**src/rtl/force_mon_pkg.sv**
```systemverilog
// Shared types and helpers for the force/release change monitor.
package force_mon_pkg;

  typedef enum logic [1:0] {
    S_PRIME  = 2'd0,
    S_TRACK  = 2'd1,
    S_FORCED = 2'd2,
    S_SETTLE = 2'd3
  } state_t;

  localparam int DEFAULT_CNT_W = 16;

  // Increment v, holding at 2^w-1 (w up to 32).
  function automatic logic [31:0] sat_inc(input logic [31:0] v, input int w);
    logic [31:0] max_v;
    max_v = (w >= 32) ? 32'hFFFF_FFFF : ((32'd1 << w) - 32'd1);
    return (v >= max_v) ? max_v : v + 32'd1;
  endfunction

endpackage

```
**src/rtl/force_mon_sat_cnt.sv**
```systemverilog
// Saturating counter with clear, load-to-one and increment controls (clear has priority).
module force_mon_sat_cnt
  import force_mon_pkg::*;
#(
  parameter int W = DEFAULT_CNT_W
) (
  input  logic         clk,
  input  logic         clr,
  input  logic         load1,
  input  logic         inc,
  output logic [W-1:0] cnt
);

  always_ff @(posedge clk) begin
    if (clr)
      cnt <= '0;
    else if (load1)
      cnt <= W'(1);
    else if (inc)
      cnt <= W'(sat_inc(32'(cnt), W));
  end

endmodule

```
**src/rtl/force_change_monitor.sv**
```systemverilog
// Observes a forceable register and reports force episodes (count, duration, forced value).
// Optional build macro FORCE_CHANGE_MONITOR_TRACE_EN prints start/end events.
module force_change_monitor
  import force_mon_pkg::*;
#(
  parameter int WIDTH  = 1,
  parameter int CNT_W  = DEFAULT_CNT_W,
  parameter int SETTLE = 2
) (
  input  logic             clk,
  input  logic             rst,
  input  logic [WIDTH-1:0] expected_i,
  input  logic [WIDTH-1:0] observed_i,
  output logic             forced_o,
  output logic             force_start_o,
  output logic             force_end_o,
  output logic [WIDTH-1:0] forced_value_o,
  output logic [CNT_W-1:0] episode_cnt_o,
  output logic [CNT_W-1:0] last_duration_o
);

  localparam int SET_W = (SETTLE < 2) ? 1 : $clog2(SETTLE + 1);

  state_t           state;
  logic [WIDTH-1:0] exp_q;
  logic             match;
  logic [CNT_W-1:0] dur_cnt;
  logic [SET_W-1:0] set_cnt;
  logic             ep_inc, dur_load, dur_inc, set_load, set_inc, closing;

  // Stage 0: delay the driving value by the observed register's own latency.
  always_ff @(posedge clk) begin
    exp_q <= expected_i;
  end

  // An X/Z compare leaves match unknown; every decision below tests "if (match)"
  // so an unknown falls into the mismatch branch.
  assign match = (observed_i == exp_q);

  always_comb begin
    ep_inc   = 1'b0;
    dur_load = 1'b0;
    dur_inc  = 1'b0;
    set_load = 1'b0;
    set_inc  = 1'b0;
    closing  = 1'b0;
    case (state)
      S_TRACK: begin
        if (match) begin
          ep_inc = 1'b0;
        end else begin
          ep_inc   = 1'b1;
          dur_load = 1'b1;
        end
      end
      S_FORCED: begin
        if (match) begin
          set_load = 1'b1;
          closing  = (SETTLE <= 1);
        end else begin
          dur_inc = 1'b1;
        end
      end
      S_SETTLE: begin
        if (match) begin
          set_inc = 1'b1;
          closing = (set_cnt == SET_W'(SETTLE - 1));
        end else begin
          dur_inc = 1'b1;
        end
      end
      default: ;
    endcase
  end

  force_mon_sat_cnt #(.W(CNT_W)) u_episode_cnt (
    .clk   (clk),
    .clr   (rst),
    .load1 (1'b0),
    .inc   (ep_inc),
    .cnt   (episode_cnt_o)
  );

  force_mon_sat_cnt #(.W(CNT_W)) u_duration_cnt (
    .clk   (clk),
    .clr   (rst),
    .load1 (dur_load),
    .inc   (dur_inc),
    .cnt   (dur_cnt)
  );

  force_mon_sat_cnt #(.W(SET_W)) u_settle_cnt (
    .clk   (clk),
    .clr   (rst),
    .load1 (set_load),
    .inc   (set_inc),
    .cnt   (set_cnt)
  );

  // Stage 1: episode FSM with registered status and pulses.
  always_ff @(posedge clk) begin
    if (rst) begin
      state           <= S_PRIME;
      forced_o        <= 1'b0;
      force_start_o   <= 1'b0;
      force_end_o     <= 1'b0;
      forced_value_o  <= '0;
      last_duration_o <= '0;
    end else begin
      force_start_o <= 1'b0;
      force_end_o   <= 1'b0;
      case (state)
        S_PRIME: state <= S_TRACK;
        S_TRACK: begin
          if (match) begin
            state <= S_TRACK;
          end else begin
            state          <= S_FORCED;
            forced_o       <= 1'b1;
            force_start_o  <= 1'b1;
            forced_value_o <= observed_i;
          end
        end
        S_FORCED, S_SETTLE: begin
          if (match) begin
            if (closing) begin
              state           <= S_TRACK;
              forced_o        <= 1'b0;
              force_end_o     <= 1'b1;
              last_duration_o <= dur_cnt;
            end else begin
              state <= S_SETTLE;
            end
          end else begin
            state <= S_FORCED;
          end
        end
        default: state <= S_PRIME;
      endcase
    end
  end

`ifdef FORCE_CHANGE_MONITOR_TRACE_EN
  always @(posedge clk) begin
    if (force_start_o)
      $display("[%0t] force_start value=%0h", $time, forced_value_o);
    if (force_end_o)
      $display("[%0t] force_end value=%0h duration=%0d", $time, forced_value_o, last_duration_o);
  end
`endif

endmodule
```
**config.mk**
```make
export PLATFORM = sky130hd
export DESIGN_NAME = force_change_monitor
export DESIGN_NICKNAME = d
export VERILOG_FILES = /design/src/rtl/force_mon_pkg.sv /design/src/rtl/force_mon_sat_cnt.sv /design/src/rtl/force_change_monitor.sv
export SDC_FILE = /design/constraint.sdc
export NUM_CORES = 1
export LEC_CHECK = 0
export CAP_MARGIN = 5
export CORE_MARGIN = 2
export CORE_UTILIZATION = 58
export DETAILED_ROUTE_END_ITERATION = 6
export GPL_TIMING_DRIVEN = 0
export PLACE_DENSITY = 0.89
export SLEW_MARGIN = 5
export SYNTH_ARGS = -nofsm -noshare
export SYNTH_HDL_FRONTEND = slang
export SYNTH_HIERARCHICAL = 1
export SYNTH_SLANG_ARGS = --single-unit
```
**constraint.sdc**
```tcl
create_clock -name clk -period 6 [get_ports clk]
set_input_delay 0.9 -clock clk [delete_from_list [all_inputs] [get_ports clk]]
set_output_delay 0.9 -clock clk [all_outputs]
set_load 0.005 [all_outputs]
```
==> results of run 1 <==
[routing by layer]
metal  global-route usage  vias to the layer above  routed length (µm)
met4                0.123                        0                 167
met1                0.296                     1018                2700
met2                0.385                       80                2740
met5                    0                        -                   0
met3               0.0667                       17                 266
li1                     -                     1070                   -
[critical path: cells and delay by family]
family	cells	cell delay (ns)
AO/OA/AOI/OAI	1	0.08
XOR/XNOR	1	0.30
buffers and inverters	4	1.68
AND/OR/NAND/NOR	2	0.35
[cell usage in the layout, fill, tap and decap left out, types with 10 or more instances in the layout]
cell type and instances:
dfxtp_1 57, clkdlybuf4s50_1 39, nand2b_1 35, a21oi_2 20
mux2i_1 18, xnor2_1 15, nand2_1 13, nor2_1 13
a21oi_1 11, clkbuf_8 11, nor3_1 10, xor2_1 10
[Yosys cell counts, types with 2 or more instances]
cell type,instances
buf_6,2
nand3_2,2
dfxtp_1,57
nand4_2,2
or2_2,2
nand4_4,2
nor4_1,6
nand3_1,6
a21oi_1,11
and3_1,3
clkbuf_1,6
a311oi_1,2
ha_1,2
mux2i_1,18
a31oi_1,2
and4_2,2
inv_1,6
a41oi_1,2
nand2b_1,35
a21oi_2,20
nor2_1,13
nand2_1,13
nor3_1,10
o2111a_1,2
nor3_2,2
nand4_1,4
a211oi_1,2
o21ai_0,3
xor2_1,10
xnor2_1,15
nor3_4,2
buf_1,2
[worst min-delay path by stage]
stage	startpoint	to
floorplan	last_duration_o[4]	last_duration_o[4]
global placement	last_duration_o[0]	last_duration_o[0]
detailed placement	last_duration_o[12]	last_duration_o[12]
CTS	last_duration_o[9]	last_duration_o[9]
global route	last_duration_o[1]	last_duration_o[1]
finish	last_duration_o[9]	last_duration_o[9]
[registers in the layout, summed over array words and instances, names as in the netlist]
signal and flops:
exp_q 1, force_end_o 1, force_start_o 1, forced_o 1
forced_value_o 1, last_duration_o 16, state 2, u_duration_cnt/cnt 16
u_episode_cnt/cnt 16, u_settle_cnt/cnt 2
[area by class of cell]
type | count | area (µm²)
multi-input combinational | 202 | 1490
sequential | 57 | 1140
fill | 305 | 990
timing repair buffer | 39 | 390
clock buffer | 11 | 151
clock inverter | 5 | 125
buffer | 11 | 72.6
tap | 52 | 65.1
inverter | 6 | 22.5
[cells by family (layout without fill, tap and decap cells)]
group | count (synthesis) | count (layout) | synth area share
other | 1 | 2 | 0.00138
AOI/OAI and AO/OA | 45 | 45 | 0.124
DFF | 57 | 57 | 0.420
adders and majority gates | 2 | 2 | 0.00920
xor gates and xnor gates | 26 | 26 | 0.0865
and+or+nand+nor | 109 | 109 | 0.258
muxes | 18 | 18 | 0.0663
buffers and inverters | 17 | 72 | 0.0350
[power by group through the flow]
stage | clock network, W | registers, W | logic [W]
floorplan | 0 | 0.000399 | 0.0000310
global placement | 0 | 0.000400 | 0.0000440
detailed placement | 0 | 0.000400 | 0.0000457
CTS | 0.000501 | 0.000392 | 0.0000461
global route | 0.000519 | 0.000393 | 0.0000512
finish | 0.000498 | 0.000392 | 0.0000461
[per-stage QoR]
| step | std cells | total power (W) | worst slack, ns | util |
|---|---|---|---|---|
| after detailed placement | 367 | 0.000446 | 2.56 | 0.715 |
| after CTS | 383 | 0.000939 | 2.90 | 0.777 |
| after global placement | 367 | 0.000444 | 2.58 | 0.715 |
| after global routing | 383 | 0.000964 | 2.69 | 0.777 |
| after floorplan | 276 | 0.000430 | 3.54 | - |
| final | 383 | 0.000936 | 2.86 | 0.777 |
==> summary.md, run 1 <==
| Metric | Value |
|---|---|
| Routed wire per std cell | 15.3 µm |
| Global-route wire length before repair | 9660 µm |
| Worst reg2reg setup slack | 3.56 ns |
| Yosys top cell area share | 0.420 |
| Number of global-route vias before repair | 2,060 |
| Switching share of power | 0.204 |
| Number of synthesized flops with an enable pin | 0 |
| Sw Pwr | 0.000191 W |
| Slowest cell on the critical path | buf_1 |
| Die ar. | 5250 µm² |
| Clk slew on worst S/H paths | 0.07 ns |
| Combinational Power Share | 0.049 |
| FF-to-FF Start | exp_q |
| Int Power | 0.000745 W |
| Postcts setup bufs | 0 |
| HPWL after DPL | 3930 µm |
| Worst R2R Path Depth | 7 |
| Final Instance Area | 3450 µm² |
| CP Class | input pin to flop |
| CP endpoint | u_duration_cnt/cnt[8] |
| Syn. warnings | 6 |
| Vias per inst | 5.70 |
| CP Cell Sequence | clkdlybuf4s50_1, xor2_2, nand2b_1, inv_1, or2_2, clkbuf_1, buf_1, a21oi_1 |
| Iter 0 DRT Violations | 95 |
| Clk sinks | 57 |
| Run status | complete, no violations |
| Clock Path Buffers | 2 |
| Vias | 2,185 |
| Worst Skew | 0.0113 ns |
| Fraction of registers with async set/reset | 0 |
| Sequential fraction of the synthesis area | 0.420 |
| Setup crit start | observed_i |
| Crit share post-route | 0.523 |
| Skew-Pair Late Insertion Delay | 0.34 ns |
| RSZ-0062 raised after global routing | no |
| Largest net degree at the start of global routing | 11 |
| Reg2reg end | u_duration_cnt/cnt[8] |
| Top achievable clock speed | 319 MHz |
| Post-Syn Instances | 275 |
| Area of the core | 4440 µm² |
| All-Layer GR Usage | 0.240 |
| Sequential Power Share | 0.419 |
| P per Cell Area | 271 nW/µm² |
| Antenna Cells | 0 |
| Syn_area_per_cell | 9.89 µm² |
| Syn Std Cell Area | 2720 µm² |
| Setup tns final | 0 ns |
| Top cells by area, synth | dfxtp_1, nand2b_1, mux2i_1 |
| Area leader, netlist | dfxtp_1 |
| Hold path depth | 2 |
| Peak supply drop | 228 µV |
| Pre-antenna DRT Iters | 5 |
| Cell variety after synth | 41 |
| Die W | 72.5 µm |
| Crit end category | flop |
| CTS tree | yes |
| Initial antenna violation count | 0 |
| Minimum clock period after layout | 3.14 ns |
| WP data required | 6.19 ns |
| Cts hold-fix bufs | 0 |
| Startpoint types | input pin |
| Hold Slack | 0.470 ns |
| Cell Rows | 24 |
| P&R area growth vs syn | 27.1% |
| Post-synthesis sequential element count | 57 |
| Post-CTS sizing | 0 |
| Synth Flop Type | dfxtp_1 |
| Max_cap viols | 0 |
| Rel. slew slack | 0.529 |
| Routed Antenna Nets | 0 |
| Slew of the pin with the lowest slew margin | 0.706 ns |
| Final hold vios | 0 |
| Port Buffers | 39 |
| Total wire length | 5880 µm |
| Leak | 1.14 nW |
| Root Driver | clkbuf_8 |
| Initial core utilization | 0.612 |
| H-tree depth | 3 |
| Final Setup Violations | 0 |
| Grt total ovfl | 0 |
| Ports | 40 |
| Worst EP arrival | 3.32 ns |
| Critical path peak fanout | 10 |
| Cts bufs inserted | 9 |
| Critical Path Max Stage Delay | 0.57 ns |
| Max Slew Vio Count | 0 |
| Fraction of layout cells with a size suffix above 1 | 0.172 |
| Nets | 332 |
| DRC viols | 0 |
| DP Area | 3180 µm² |
| GPL Wtd Cong | 0.893 |
| Clock power frac | 0.532 |
| DIE HEIGHT | 72.5 µm |
| Worst hold-check path type | flop to flop |
No activity file was read; power rests on OpenSTA's default activity.
==> inputs of run 2 (changes only) <==
--- a/config.mk
+++ b/config.mk
@@ -7,10 +7,10 @@
 export LEC_CHECK = 0
 export CAP_MARGIN = 5
 export CORE_MARGIN = 2
-export CORE_UTILIZATION = 58
+export CORE_UTILIZATION = 49
 export DETAILED_ROUTE_END_ITERATION = 6
 export GPL_TIMING_DRIVEN = 0
-export PLACE_DENSITY = 0.89
+export PLACE_DENSITY = 0.8
 export SLEW_MARGIN = 5
 export SYNTH_ARGS = -nofsm -noshare
 export SYNTH_HDL_FRONTEND = slang
==> constraint.sdc (replaced) <==
create_clock -name clk -period 2.83 [get_ports clk]
set_input_delay 0.4245 -clock clk [delete_from_list [all_inputs] [get_ports clk]]
set_output_delay 0.4245 -clock clk [all_outputs]
set_load 0.005 [all_outputs]
==> run 2 against run 1 <==
  * Via count shrank 5.0%
  * Register-to-register slack lost 3.2 ns
  * Combinational power grew 110%
  * Flip-flop and latch count is the same
  * Hold slack gained 0.0045 ns
  * Critical path type unchanged
  * Utilization shrank 15 points
  * Cell area shrank 1.6%
  * Worst setup slack lost 2.7 ns
  * Sequential power grew 110%
  * Sequential share of layout area grew 0.53 points
  * Die area grew 17%
  * Clock skew shrank 0.00079 ns
==> summary.md, run 2 (same netlist as run 1, synthesis figures left out) <==
| Metric | Value |
|---|---|
| Run status | complete, no violations |
| Cts bufs inserted | 9 |
| Iter 0 DRT Violations | 111 |
| Commonest cells after routing, fill and taps aside | dfxtp_1, clkdlybuf4s50_1, nand2b_1 |
| Antenna Cells | 0 |
| CP bufs+invs | 4 |
| Setup crit start | observed_i |
| Worst R2R Path Depth | 7 |
| Critical path peak fanout | 10 |
| Final core occ | 0.625 |
| DRC viols | 0 |
| Number of global-route vias before repair | 2,024 |
| Critical Path Max Stage Delay | 0.58 ns |
| CTS tree | yes |
| Reg2reg end | u_duration_cnt/cnt[8] |
| Cell Rows | 27 |
| FF-to-FF Start | exp_q |
| Critical path depth | 8 |
| Fillers | 470 |
| P per Cell Area | 490 nW/µm² |
| Root Driver | clkbuf_8 |
| Routed Antenna Nets | 0 |
| Slew of the pin with the lowest slew margin | 0.694 ns |
| Worst reg2reg setup slack | 0.39 ns |
| Final Setup Violations | 0 |
| Max_cap viols | 0 |
| HPWL after DPL | 3670 µm |
| Setup tns final | 0 ns |
| Global-route wire length before repair | 9230 µm |
| CP Cell Sequence | clkdlybuf4s50_1, xor2_2, nand2b_1, inv_1, or2_2, clkbuf_1, buf_1, a21oi_1 |
| Leak | 1.09 nW |
| All-Layer GR Usage | 0.187 |
| Worst Skew | 0.0105 ns |
| Crit end category | flop |
| Fraction of layout cells with a size suffix above 1 | 0.169 |
| Commonest non-fill, non-tap cell in the layout | dfxtp_1 |
| DIE HEIGHT | 78.5 µm |
| GR Layer Usage met3 | 0.0586 |
| Largest net degree at the start of global routing | 11 |
| Total wire length | 5190 µm |
| Crit share post-route | 0.942 |
| Die ar. | 6160 µm² |
| Clock Path Buffers | 2 |
| Clk slew on worst S/H paths | 0.07 ns |
| Top achievable clock speed | 375 MHz |
| Max Slew Vio Count | 0 |
| CP top delay family | buffers and inverters |
| P&R area growth vs syn | 25.0% |
| Postcts setup bufs | 0 |
| Vias per inst | 5.15 |
| Post-CTS sizing | 0 |
| Area of the core | 5440 µm² |
| Die W | 78.5 µm |
| Initial core utilization | 0.500 |
| Layer with the highest usage | met2 |
| WP data required | 3.01 ns |
| Skew-Pair Late Insertion Delay | 0.33 ns |
| Ports | 40 |
| Grt met2 use | 0.297 |
| Worst hold-check path type | flop to flop |
| Nets | 332 |
| Final hold vios | 0 |
| Routed wire per std cell | 12.9 µm |
| Rel. slew slack | 0.538 |
| Largest regs | last_duration_o x16, u_duration_cnt/cnt x16, u_episode_cnt/cnt x16 |
| Cts hold-fix bufs | 0 |
| Peak supply drop | 223 µV |
| Initial antenna violation count | 0 |
| RSZ-0062 raised after global routing | no |
| Minimum clock period after layout | 2.67 ns |
| Worst EP arrival | 2.85 ns |
| Vias | 2,075 |
| Grt total ovfl | 0 |
| Pre-antenna DRT Iters | 4 |
| Startpoint types | input pin |
| Slowest cell on the critical path | buf_1 |
| Clk sinks | 57 |
| CP Class | input pin to flop |
| GPL Wtd Cong | 0.818 |
| H-tree depth | 3 |
| CP endpoint | u_duration_cnt/cnt[8] |
| Port Buffers | 39 |
| Met1 Resource Use GR | 0.242 |
| Total power | 0.00167 W |
[run 2: cell count changes in the layout (fill, tap and decap cells not counted), sizes merged]
cell      previous run  this run
bufinv               4         1
clkinv               1         2
clkinvlp             0         2
[run 2: final cells by class]
class / count / area [µm²] / share of cell area
buffer: 11 / 72.6 / 0.0213
clock buffer: 11 / 141 / 0.0416
clock inverter: 5 / 55.1 / 0.0162
inverter: 6 / 22.5 / 0.00662
multi-input combinational: 202 / 1490 / 0.437
sequential: 57 / 1140 / 0.336
tap: 72 / 90.1 / 0.0265
timing repair buffer: 39 / 390 / 0.115
[run 2: power by group]
part | switching (W) | leakage, nW | internal [W]
clock network | 0.000311 | 0.0953 | 0.000427
logic | 0.0000520 | 0.537 | 0.0000438
registers | 0.0000160 | 0.461 | 0.000815
total | 0.000379 | 1.09 | 0.00129
[run 2: stage by stage]
step	setup slack [ns]	hold slack (ns)	cells	area [µm²]
after floorplan	0.843	0.452	276	2720
after global placement	-0.118	0.457	387	3200
after detailed placement	-0.169	0.462	387	3200
after CTS	0.177	0.477	403	3400
after global routing	0.0170	0.511	403	3400
final	0.165	0.475	403	3400
[run 2: worst min-delay path by stage]
stage                             start                   to  slack, ns  cells after the start
floorplan                    expected_i                exp_q       0.45                      0
global placement     last_duration_o[2]   last_duration_o[2]       0.46                      2
detailed placement  last_duration_o[15]  last_duration_o[15]       0.46                      2
CTS                  last_duration_o[2]   last_duration_o[2]       0.48                      2
global route        last_duration_o[13]  last_duration_o[13]       0.51                      2
finish               last_duration_o[2]   last_duration_o[2]       0.47                      2
[run 2: layer usage]
layer	routed length [µm]	vias up
met1	2570	955
met3	217	4
li1	-	1069
met2	2370	47
met5	0	-
met4	40	0
[run 2: worst reg2reg max path, cell delays in order (launching register included)]
cell      delay [ns]
dfxtp_1         0.43
xor2_2          0.29
nand2b_1        0.18
inv_1           0.29
or2_2           0.17
clkbuf_1        0.27
buf_1           0.58
a21oi_1         0.08
==> inputs of run 3 (changes only) <==
--- a/config.mk
+++ b/config.mk
@@ -5,7 +5,7 @@
 export SDC_FILE = /design/constraint.sdc
 export NUM_CORES = 1
 export LEC_CHECK = 0
-export CAP_MARGIN = 5
+export CAP_MARGIN = 0
 export CORE_MARGIN = 2
 export CORE_UTILIZATION = 49
 export DETAILED_ROUTE_END_ITERATION = 6
==> results of run 3 <==
The final DEF is identical to that of run 2; final timing and power are the same.
